## src/rtl/turn_signal_pkg.sv

```systemverilog
// Shared state encoding and default timing constants for the turn-signal input stage.
package turn_signal_pkg;

  typedef logic [1:0] state_t;

  localparam logic [1:0] ST_IDLE   = 2'd0;
  localparam logic [1:0] ST_LEFT   = 2'd1;
  localparam logic [1:0] ST_RIGHT  = 2'd2;
  localparam logic [1:0] ST_HAZARD = 2'd3;

  localparam int DEFAULT_DEBOUNCE_CYCLES = 1000;
  localparam int DEFAULT_TIMEOUT_CYCLES  = 5000000;

endpackage

```

## src/rtl/input_debouncer.sv

```systemverilog
// Synchronizes, debounces and edge-detects one raw switch contact.
module input_debouncer
  import turn_signal_pkg::*;
#(
  parameter int DEBOUNCE_CYCLES = DEFAULT_DEBOUNCE_CYCLES
) (
  input  logic clk,
  input  logic reset,
  input  logic raw_in,
  output logic level,
  output logic press
);

  localparam int CW = $clog2(DEBOUNCE_CYCLES + 1);

  logic          sync_1;
  logic          sync_2;
  logic [CW-1:0] cnt;
  logic          stable;
  logic          stable_d;

  always_ff @(posedge clk) begin
    if (reset) begin
      sync_1 <= 1'b0;
      sync_2 <= 1'b0;
    end else begin
      sync_1 <= raw_in;
      sync_2 <= sync_1;
    end
  end

  // The stable level only flips after DEBOUNCE_CYCLES consecutive differing samples.
  always_ff @(posedge clk) begin
    if (reset) begin
      cnt    <= '0;
      stable <= 1'b0;
    end else if (sync_2 == stable) begin
      cnt <= '0;
    end else if (cnt == CW'(DEBOUNCE_CYCLES - 1)) begin
      cnt    <= '0;
      stable <= sync_2;
    end else begin
      cnt <= cnt + 1'b1;
    end
  end

  always_ff @(posedge clk) begin
    if (reset) begin
      stable_d <= 1'b0;
    end else begin
      stable_d <= stable;
    end
  end

  assign level = stable;
  assign press = stable & ~stable_d;

endmodule

```

## src/rtl/turn_signal_input_ctrl.sv

```systemverilog
// Latching turn/hazard request FSM with auto-cancel timer, fed by three debounced switches.
module turn_signal_input_ctrl
  import turn_signal_pkg::*;
#(
  parameter int DEBOUNCE_CYCLES = DEFAULT_DEBOUNCE_CYCLES,
  parameter int TIMEOUT_CYCLES  = DEFAULT_TIMEOUT_CYCLES
) (
  input  logic clk,
  input  logic reset,
  input  logic sw_left,
  input  logic sw_right,
  input  logic sw_hazard,
  output logic left,
  output logic right,
  output logic hazard_on
);

  localparam int TW_RAW = $clog2(TIMEOUT_CYCLES);
  localparam int TW     = (TW_RAW < 1) ? 1 : TW_RAW;

  logic   l_level, r_level, hz_level;
  logic   l_press, r_press, hz_press;
  logic   unused_levels;
  state_t state, state_nx;
  logic [TW-1:0] timer;
  logic   timeout;

  input_debouncer #(.DEBOUNCE_CYCLES(DEBOUNCE_CYCLES)) u_deb_left (
    .clk(clk), .reset(reset), .raw_in(sw_left), .level(l_level), .press(l_press)
  );

  input_debouncer #(.DEBOUNCE_CYCLES(DEBOUNCE_CYCLES)) u_deb_right (
    .clk(clk), .reset(reset), .raw_in(sw_right), .level(r_level), .press(r_press)
  );

  input_debouncer #(.DEBOUNCE_CYCLES(DEBOUNCE_CYCLES)) u_deb_hazard (
    .clk(clk), .reset(reset), .raw_in(sw_hazard), .level(hz_level), .press(hz_press)
  );

  assign unused_levels = l_level ^ r_level ^ hz_level;

  assign timeout = (timer == TW'(TIMEOUT_CYCLES - 1));

  // Presses are checked before timeout so a press in the expiry cycle wins.
  always_comb begin
    state_nx = state;
    case (state)
      ST_IDLE: begin
        if (hz_press || (l_press && r_press)) state_nx = ST_HAZARD;
        else if (l_press)                     state_nx = ST_LEFT;
        else if (r_press)                     state_nx = ST_RIGHT;
      end
      ST_LEFT: begin
        if (hz_press || (l_press && r_press)) state_nx = ST_HAZARD;
        else if (l_press)                     state_nx = ST_IDLE;
        else if (r_press)                     state_nx = ST_RIGHT;
        else if (timeout)                     state_nx = ST_IDLE;
      end
      ST_RIGHT: begin
        if (hz_press || (l_press && r_press)) state_nx = ST_HAZARD;
        else if (r_press)                     state_nx = ST_IDLE;
        else if (l_press)                     state_nx = ST_LEFT;
        else if (timeout)                     state_nx = ST_IDLE;
      end
      default: begin
        if (hz_press) state_nx = ST_IDLE;
      end
    endcase
  end

  always_ff @(posedge clk) begin
    if (reset) begin
      state <= ST_IDLE;
    end else begin
      state <= state_nx;
    end
  end

  always_ff @(posedge clk) begin
    if (reset) begin
      timer <= '0;
    end else if ((state_nx != state) || (state == ST_IDLE) || (state == ST_HAZARD)) begin
      timer <= '0;
    end else begin
      timer <= timer + 1'b1;
    end
  end

  // Outputs decode the next state so they change on the same edge as the state.
  always_ff @(posedge clk) begin
    if (reset) begin
      left      <= 1'b0;
      right     <= 1'b0;
      hazard_on <= 1'b0;
    end else begin
      left      <= (state_nx == ST_LEFT)  || (state_nx == ST_HAZARD);
      right     <= (state_nx == ST_RIGHT) || (state_nx == ST_HAZARD);
      hazard_on <= (state_nx == ST_HAZARD);
    end
  end

endmodule
```

## config.mk

```make
export PLATFORM = sky130hd
export DESIGN_NAME = turn_signal_input_ctrl
export DESIGN_NICKNAME = d
export VERILOG_FILES = /design/src/rtl/turn_signal_pkg.sv /design/src/rtl/input_debouncer.sv /design/src/rtl/turn_signal_input_ctrl.sv
export SDC_FILE = /design/constraint.sdc
export NUM_CORES = 1
export LEC_CHECK = 0
export BUFFER_PORTS_ARGS = -buffer_cell sky130_fd_sc_hd__buf_2
export CORE_MARGIN = 4
export CORE_UTILIZATION = 36
export DETAILED_ROUTE_END_ITERATION = 6
export GPL_ROUTABILITY_DRIVEN = 0
export PLACE_DENSITY_LB_ADDON = 0.05
export SLEW_MARGIN = 25
export SYNTH_ARGS = -nofsm -noshare
export SYNTH_HDL_FRONTEND = slang
export SYNTH_HIERARCHICAL = 1
export SYNTH_SLANG_ARGS = --single-unit
```

## constraint.sdc

```tcl
create_clock -name clk -period 2.5 [get_ports clk]
set_input_delay 0.125 -clock clk [delete_from_list [all_inputs] [get_ports clk]]
set_output_delay 0.125 -clock clk [all_outputs]
set_load 0.05 [all_outputs]
```

* After elaboration in Yosys (flattened, before gate mapping)
Cells that the tools add are included.
** Cells by class
- $add $sub $neg :: 4
- Bitwise gates (word level) :: 9
- Mux-type cells :: 12
- Equal/unequal tests :: 14
- Reductions and logical operators :: 14
** Operators by type and width (count)
- $add 10x1->10 const B :: 3
- $eq 10x10->1 const B :: 3
- $add 23x1->23 const B :: 1
- $eq 23x23->1 const B :: 1
- $mux 2 :: 11
- $reduce_or 3->1 :: 3
- $eq 2x2->1 const B :: 4
- $not 1->1 :: 6
- $pmux 2 s3 :: 1
- $reduce_and 2->1 :: 3
- $logic_or 1x1->1 :: 5
- $eq 2x1->1 const B :: 2
- $and 1x1->1 :: 3
- $eq 1x1->1 :: 3
- $logic_not 2->1 :: 1
- $ne 2x2->1 :: 1
- $reduce_or 2->1 :: 1
- $logic_and 1x1->1 :: 1
** Storage, ports and cells
- Output and inout port bits :: 3
- Input bits :: 5
- Flip-flop bits (word level) :: 70
- Logic and storage cells :: 73

* Longest topological paths before layout
- Word-level depth :: 10
- Gate-level depth with buffers :: 6
- Mapped depth without buffers :: 5

* Cells and area by module
Netlist, hierarchy kept.
** Modules (own cells, without submodules)
- input_debouncer :: sequential area each 280.3 um^2, cells an instance 59, area each 590.6 um^2, times used 3
- turn_signal_input_ctrl :: sequential area each 540.5 um^2, cells an instance 152, area each 1258.7 um^2, times used 1

* Worst setup path after synthesis
No wires, ideal clock.
- Path kind :: flip-flop to flip-flop
- From :: register timer[0]
- To :: register timer[22]
- Stages on the path, launching flop included :: 6
- Path buffers :: 0
- Slack :: 0.615 ns
- Data arrival time :: 1.814 ns
- Path through :: dfxtp_1 -> ha_1 -> nand4_1 -> or4_1 -> or4_1 -> a21oi_1
** On the way
- Word-level cells in the longest chain between the ends :: 10
- Elaborated cells between the ends (all ways) :: 14
- Those cells by class :: 1 x add/sub; 2 x eq/ne; 8 x mux; 3 x reduce/logical
** RTL lines
- start, declared :: line turn_signal_input_ctrl.sv:25 : logic [TW-1:0] timer;
- start signal, assigned :: line turn_signal_input_ctrl.sv:85 : timer <= timer + 1'b1;
- $eq 23x23->1 :: line turn_signal_input_ctrl.sv:42 : assign timeout = (timer == TW'(TIMEOUT_CYCLES - 1));
- $mux 2 :: line turn_signal_input_ctrl.sv:57, turn_signal_input_ctrl.sv:63
- $mux 2 (on tied branches) :: line turn_signal_input_ctrl.sv:62, turn_signal_input_ctrl.sv:56
- $mux 2 (on tied branches) :: line turn_signal_input_ctrl.sv:61, turn_signal_input_ctrl.sv:55
- $mux 2 (on tied branches) :: line turn_signal_input_ctrl.sv:60, turn_signal_input_ctrl.sv:54
- $pmux 2 s3 :: line turn_signal_input_ctrl.sv:47 : case (state)
- $ne 2x2->1 :: line turn_signal_input_ctrl.sv:82 : end else if ((state_nx != state) || (state == ST_IDLE) || (state == ST_HAZARD)) begin
- $logic_or 1x1->1 (2 in a row) :: line turn_signal_input_ctrl.sv:82
- $reduce_or 2->1 (no source line)
Several ways; a longest one is shown, not always the timed one.
A chain may end at the register's enable or synchronous reset.

* Worst setup path in the final report
Ends and elaborated chain as after synthesis.

==> flow_summary.toml <==
[run_status]
status = "finished clean"

[layout]
drive_gt1_share_pct = 13.0
n_antenna_cell = 0
finalNonFillerCells = 451
syn2layout_area_growth_pct = 12.7
final_cell_area_mm2 = 0.00341
nets = 350
fin_util_pct = 41.6

[clocking]
cts_tree = "done"
numCtsBuffers = 9
postCtsSetupBuffers = 0
holdBufCountCts = 1
h-tree-depth = 3
cts_buffer_depth = 2
worstSkewPairLatency_ns = 0.34
clk_pin_slew_worst_paths_ns = 0.07
clockRootBuffer = "clkbuf_8"
ctsResizeCount = 0
cts.sinks = 69

[routing]
drt_iter0_markers = 123
wirelength_um = 5670
wl_per_cell_um = 12.6
ant_nets = 0
drc_errors = 0
dr.pass1.iters = 4
viasPerCell = 5.23
vias = 2358

[synthesis]
synthArstFlopShare_pct = 0
muxShareOfSynthArea_pct = 1.11
ys_top_cells_by_count = "69 x dfxtp_1, 23 x o21ai_0, 18 x nor2_1, 18 x or3_1, 17 x nor3_1"
synth_area_leaders = "dfxtp_1 46%, o21ai_0 3.8%, xnor2_1 3.8%"
syn-instance-count = 329
ys.flop_type = "dfxtp_1"
yosys_register_bits = 69
synthSimpleGateAreaFrac_pct = 29.1
synth_top_family_by_area = "simple AND/OR/NAND/NOR gates"
yosysWarnings = 6
syn_nets = 338
synth_compound_area_share_pct = 12.9
synthXorXnorAreaFrac_pct = 6.94
synth_most_common_cell = "dfxtp_1"
syn_avg_cell_area_um2 = 9.21
netlist_area_mm2 = 0.00303
synthDistinctLibCells = 38
synth_top_cell_area_share_pct = 45.6
synthAdderAreaFrac_pct = 1.65
synth-edff-count = 0
yosysSeqAreaShare_pct = 45.6
synth_top_cell_by_area = "dfxtp_1"

[global_routing]
grt_max_degree = 24
grt_antenna_before_repair = 0
grt.total_usage_pct = 12.3
grt_pass1_vias = 2161
overflow = 0
grt_pass1_wl_um = 10000

[die]
start_util_pct = 36.9
placementRows = 33
die_h_um = 99.8
die_x_um = 99.8
die-area_mm2 = 0.00995
ios = 8
core_mm2 = 0.00822

[placed_design]
place_area_mm2 = 0.00319
hpwl_um = 3730
dp_cells = 434
io_buffer_count = 7
dp_slack_ns = 0.464

[min_path]
min_path_cells = 2
holdCritPathClass = "input pin to register"
min_to = "u_deb_left/sync_1$_SDFF_PP0_"
min_from = "sw_left"

[run]
cap_violations = 0

[critical_path]
crit_fanout = 4
critPathKind = "register to register"
endpoint_kind = "register"
critPathArrivalTime_ns = 2.30
required_ns = 2.76
start_kind = "register"
ff2ff_path_depth = 5
reg2reg_to = "timer[22]$_SDFF_PP0_"
r2r-start = "timer[0]$_SDFF_PP0_"
rrSetupSlack_ns = 0.47

[power_and_ir_drop]
power_density_mw_per_mm2 = 620
p_leak_nw = 0.994
vdd.ir_drop.worst_v = 0.000218

[sta]
skew_ns = 0.0155
max_freq_mhz = 492
finalHoldViolCount = 0
setup_viol = 0
slew_violations = 0
rsz0062_at_grt = "false"
setup-tns-final_ns = 0
fin_ws_ns = 0.468
maxSlewHeadroom_pct = 67.8
period_share_pct = 81.3
worstMarginPinSlew_ns = 0.483
period_minus_slack_ns = 2.03
==> metrics by stage <==
step	power (mW)	hold slack (ns)
floorplan	1.14	0.197
global placement	1.15	0.339
detailed placement	1.15	0.354
CTS	2.16	0.00208
global route	2.20	0.00477
finish	2.12	0.0163
==> layer usage <==
metal  GRT usage, %  wire length, um
met1           16.6             3010
met2           18.2             2410
met3           3.09              170
met4           6.30               80
met5              0                0
==> area by class of cell <==
class                   instances  area (um2)
flip-flops and latches         69        1380
inverters                       8        30.0
multi-input cells             240        1570
well taps                     105         131
fillers                       827        4800
clock inverters                 6        87.6
clock buffers                  10         128
repair buffers                 13        82.6
==> logic make-up after synthesis <==
family / Yosys count
and+or+nand+nor: 147
DFF: 69
AOI/OAI and AO/OA: 62
xor gates and xnor gates: 24
buffers and inverters: 20
adders and majority gates: 4
muxes: 3
==> power by group <==
group          internal (mW)  total, mW  leakage (nW)  switching, mW
Combinational        0.00897     0.0204         0.339         0.0115
Sequential              1.10       1.11         0.557        0.00366
Clock                  0.560      0.988        0.0985          0.428
Total                   1.67       2.12         0.994          0.443
==> critical path, stage by stage, from the launching register on <==
cell and delay (ns):
dfxtp_1 0.39, ha_1 0.24, nand4_1 0.17, or4_1 0.55, or4_1 0.48, a21oi_1 0.14
==> registers in the layout, indices dropped and copies added, names as in the netlist, 10 cells and up <==
register / flops
timer: 23
u_deb_right/cnt: 10
u_deb_hazard/cnt: 10
u_deb_left/cnt: 10
==> worst max-delay path by stage <==
stage	from	end	cells past startpoint	slack, ns
2_1_floorplan	timer[0]$_SDFF_PP0_	timer[22]$_SDFF_PP0_	5	0.62
3_3_place_gp	timer[0]$_SDFF_PP0_	timer[16]$_SDFF_PP0_	6	0.53
3_5_place_dp	timer[0]$_SDFF_PP0_	timer[18]$_SDFF_PP0_	6	0.46
4_1_cts	timer[0]$_SDFF_PP0_	timer[22]$_SDFF_PP0_	5	0.45
5_1_grt	timer[0]$_SDFF_PP0_	timer[20]$_SDFF_PP0_	6	0.29
6_report	timer[0]$_SDFF_PP0_	timer[22]$_SDFF_PP0_	5	0.47
==> placed cells by master, fill, tap and decap left out, types with 5 or more instances in the layout <==
cell / n
nand2_1: 16
nor2_1: 18
dfxtp_1: 69
buf_2: 7
nand4_1: 15
nand2b_1: 6
clkbuf_8: 9
buf_4: 5
nor3_1: 17
o21ai_0: 23
a21oi_1: 13
nor2b_1: 15
xnor2_1: 13
xor2_1: 11
or3_1: 18
inv_1: 8
a211oi_1: 14
nand3_1: 13
Note: power is estimated with default switching activity, not from simulation.
